<file path="src/rtl/breg_write_arbiter.sv">
// Round-robin arbiter granting one requester at a time a single-cycle write
// into a shared enable-loaded register, followed by a four-phase acknowledge.
module breg_write_arbiter #(
   parameter  int N_REQ = 4,
   parameter  int DW    = 4,
   localparam int IW    = $clog2(N_REQ)
) (
   input  logic                clk,
   input  logic                rest,
   input  logic [N_REQ-1:0]    req,
   input  logic [N_REQ*DW-1:0] wdata,
   output logic [N_REQ-1:0]    ack,
   output logic                reg_en,
   output logic [DW-1:0]       reg_d,
   output logic [IW-1:0]       owner,
   output logic                busy
);

   typedef enum logic [1:0] {IDLE, WRITE, ACK} state_t;

   state_t            state, state_nxt;
   logic [IW-1:0]     ptr, ptr_nxt;
   logic [IW-1:0]     owner_nxt;
   logic [IW-1:0]     win;
   logic [DW-1:0]     reg_d_nxt;
   logic              reg_en_nxt;
   logic [N_REQ-1:0]  ack_nxt;
   logic              busy_nxt;

   // First set bit of r scanning upward from p with wrap; scanning the
   // offsets in reverse lets the smallest offset overwrite the others.
   function automatic logic [IW-1:0] pick(input logic [N_REQ-1:0] r,
                                          input logic [IW-1:0]    p);
      logic [IW-1:0] w;
      int            idx;
      w = p;
      for (int k = N_REQ - 1; k >= 0; k--) begin
         idx = (int'(p) + k) % N_REQ;
         if (r[idx]) w = IW'(idx);
      end
      return w;
   endfunction

   function automatic logic [IW-1:0] next_ptr(input logic [IW-1:0] w);
      return (int'(w) == N_REQ - 1) ? '0 : w + 1'b1;
   endfunction

   always_comb begin
      state_nxt  = state;
      ptr_nxt    = ptr;
      owner_nxt  = owner;
      reg_d_nxt  = reg_d;
      reg_en_nxt = 1'b0;
      ack_nxt    = ack;
      busy_nxt   = busy;
      win        = pick(req, ptr);
      case (state)
         IDLE: begin
            if (|req) begin
               owner_nxt  = win;
               reg_d_nxt  = wdata[int'(win)*DW +: DW];
               reg_en_nxt = 1'b1;
               busy_nxt   = 1'b1;
               ptr_nxt    = next_ptr(win);
               state_nxt  = WRITE;
            end
         end
         WRITE: begin
            // ack is issued even if the owner already withdrew its request
            ack_nxt        = '0;
            ack_nxt[owner] = 1'b1;
            state_nxt      = ACK;
         end
         ACK: begin
            if (!req[owner]) begin
               ack_nxt   = '0;
               busy_nxt  = 1'b0;
               state_nxt = IDLE;
            end
         end
         default: begin
            ack_nxt   = '0;
            busy_nxt  = 1'b0;
            state_nxt = IDLE;
         end
      endcase
   end

   always_ff @(posedge clk or negedge rest) begin
      if (!rest) begin
         state  <= IDLE;
         ptr    <= '0;
         owner  <= '0;
         reg_d  <= '0;
         reg_en <= 1'b0;
         ack    <= '0;
         busy   <= 1'b0;
      end else begin
         state  <= state_nxt;
         ptr    <= ptr_nxt;
         owner  <= owner_nxt;
         reg_d  <= reg_d_nxt;
         reg_en <= reg_en_nxt;
         ack    <= ack_nxt;
         busy   <= busy_nxt;
      end
   end

endmodule

</file>
<file path="config.mk">
export PLATFORM = sky130hd
export DESIGN_NAME = breg_write_arbiter
export DESIGN_NICKNAME = d
export VERILOG_FILES = /design/src/rtl/breg_write_arbiter.sv
export SDC_FILE = /design/constraint.sdc
export NUM_CORES = 1
export LEC_CHECK = 0
export CAP_MARGIN = 5
export CORE_ASPECT_RATIO = 1.2
export CORE_MARGIN = 2
export CORE_UTILIZATION = 42
export CTS_CLUSTER_DIAMETER = 60
export DETAILED_ROUTE_END_ITERATION = 16
export PLACE_DENSITY = 0.81
export REMOVE_ABC_BUFFERS = 1
export SETUP_SLACK_MARGIN = 0.15
export SLEW_MARGIN = 10
export SYNTH_ARGS = -nofsm -noshare
export SYNTH_HDL_FRONTEND = slang
export SYNTH_SLANG_ARGS = --single-unit
export TNS_END_PERCENT = 20
</file>
<file path="constraint.sdc">
create_clock -name clk -period 2 [get_ports clk]
set_input_delay 0.6 -clock clk [delete_from_list [all_inputs] [get_ports clk]]
set_output_delay 0.6 -clock clk [all_outputs]
set_load 0.01 [all_outputs]
</file>
==> impl_metrics.toml <==
[run_status]
status = "finished clean"

[clock_network]
cts_inserted_buffers = 3
root_buffer = "clkbuf_4"
clk_pin_slew_worst_paths_ns = 0.10
clock-sinks = 16
cts_htree_levels = 1
cts_tree = "yes"
cts_buffer_depth = 2
clk_latency_ns = 0.29

[yosys]
seq_area_frac_synth = 0.458
synthDistinctLibCells = 27
synth_area_um2 = 875
syn_avg_cell_area_um2 = 10.8
yosys_warnings = 0
synthCells = 81
ys_ff_latch = 16

[finish]
fin_nets = 163
layout-drive-gt1-share = 0.367
fin_cells = 159
area_growth_pct = 71.0
nFillCells = 137
final_cell_mix = "clkdlybuf4s50_1, buf_4, dfrtp_1"
mostFrequentLayoutCell = "clkdlybuf4s50_1"
antenna_cells = 0

[timing]
hold_violations = 0
post-route-period-util = 0.927
fin_crit_ns = 1.85
rsz0062_at_grt = "yes"
setup-tns-final_ns = 0
relSlewSlack = 0.802
setup_viol = 0
slew_viol_final = 0
tightest_slew_ns = 0.296
setup_slack_ns = 0.146
fmax_mhz = 539
skew_ns = 0.00474

[global_routing]
antenna_found_initial = 0
grtUsageTotal = 0.217
grt_pass1_vias = 902
grt_max_degree = 17
gr-total-overflow = 0
grt_pass1_wl_um = 3840

[placed_design]
preCtsSetupSlack_ns = -0.558
gp_congestion = 0.774
place_hpwl_um = 1710
io_buffers = 33
placed_cells = 148

[drt]
ant_nets = 0
num_vias = 887
drc = 0
wl_per_cell_um = 16.4
drtPass1Iterations = 4
postRouteWirelength_um = 2600
viasPerCell = 5.58
drt_iter0_markers = 16

[die]
die_h_um = 54.0
core_area_um2 = 2000
die_width_um = 45.7
io_pins = 34
die-area_um2 = 2460
num_rows = 18
start_util = 0.436

[pwr]
p_sw_frac = 0.373
clkPwrFrac = 0.101
p_per_area_nw_per_um2 = 1440
power_leakage_nw = 0.673
seqPwrFrac = 0.290
p_total_mw = 2.15
p_int_mw = 1.35
p_comb_frac = 0.609
power.switching_mw = 0.801
worst_ir_drop_vdd_uv = 834

[setup_path]
crit_path_end_kind = "flip-flop"
critPathBufInv = 2
cp_max_fo = 4
critPathLaunchType = "input pin"
cp_slowest_stage_delay_ns = 0.52
rr_worst_depth = 7
path_depth = 7
path_cells = "buf_2, nor2b_1, or4_1, o21ai_2, inv_1, ha_4, mux2_4"
cp.required_ns = 2.18
critical_path_class = "input pin to flip-flop"
path_delay_family = "simple AND/OR/NAND/NOR gates"
arrival_ns = 2.04
cpMaxStageDelayCell = "or4_1"

[flow_run]
drv_cap = 0

[min_path]
holdPathStages = 1
min_path_type = "flip-flop to flip-flop"
cells by family after synthesis:
logic type / share of synthesized area
AOI/OAI and AO/OA: 0.220
and+or+nand+nor: 0.147
DFF: 0.458
buffers and inverters: 0.0529
muxes: 0.107
adders and majority gates: 0.0143
repair_timing:
action	4_1_cts	5_1_grt
hold buffers	0	0
resized for setup	17	15
buffers inserted	5	1
pin swaps	4	3
gates cloned	0	1
endpoints found under the setup margin	15	10
final timing paths:
kind	startpoint	end	slack, ns
worst min register to register	ack[3]	ack[3]	0.50
worst max-delay path	req[2]	ptr[1]	0.15
min in group asynchronous	rest	ack[1]	0.62
max in group asynchronous	rest	owner[0]	1.18
worst min-delay path	ack[3]	ack[3]	0.50
worst max register to register	ptr[1]	ptr[1]	0.18
metrics by stage:
step,area [µm²],util,hold WS [ns]
after global routing,1500,0.746,0.519
after CTS,1440,0.718,0.503
after detailed placement,1340,0.669,0.482
after floorplan,866,-,0.304
after global placement,1340,0.669,0.476
final,1500,0.746,0.498
synthesized netlist by cell type, drive strengths merged:
library cell / instances / share of area
dfrtp: 16 / 0.46
inv: 10 / 0.043
mux2: 6 / 0.082
nor2b: 5 / 0.036
a21oi: 4 / 0.023
nand3: 4 / 0.023
o2111ai: 4 / 0.040
o21ai: 4 / 0.031
o221a: 4 / 0.051
nand2b: 3 / 0.021
nor2: 3 / 0.013
a22o: 2 / 0.020
a32o: 2 / 0.023
nand2: 2 / 0.011
nand3b: 2 / 0.017
nor3b: 2 / 0.017
o22ai: 2 / 0.014
a221oi: 1 / 0.017
buf: 1 / 0.0057
clkbuf: 1 / 0.0043
ha: 1 / 0.014
mux4: 1 / 0.026
or4: 1 / 0.0086
cell type report:
cell class | count | area, µm² | share of cell area
Clock buffer | 4 | 36.3 | 0.0243
Sequential cell | 16 | 404 | 0.270
Inverter | 10 | 37.5 | 0.0251
Timing Repair Buffer | 56 | 493 | 0.330
Multi-Input combinational cell | 53 | 499 | 0.334
Tap cell | 20 | 25.0 | 0.0167
state kept, by name, indices dropped and copies added, names as in the netlist:
signal  cells
ack         4
owner       2
ptr         2
reg_d       4
state       2
reg_en      1
busy        1
power groups by stage:
stage / Sequential (mW) / Combinational, mW / Clock, mW
2_1_floorplan: 0.645 / 0.492 / 0
4_1_cts: 0.609 / 1.19 / 0.223
3_3_place_gp: 0.621 / 1.02 / 0
6_report: 0.623 / 1.31 / 0.217
3_5_place_dp: 0.626 / 1.06 / 0
5_1_grt: 0.639 / 1.42 / 0.234
per-layer routing:
metal,vias up,wire (µm),global-route usage
li1,417,-,-
met1,437,1040,0.254
met2,27,1420,0.383
met3,6,88,0.0336
met4,0,46,0.0931
met5,-,0,0
No activity file was read; power rests on OpenSTA's default activity.
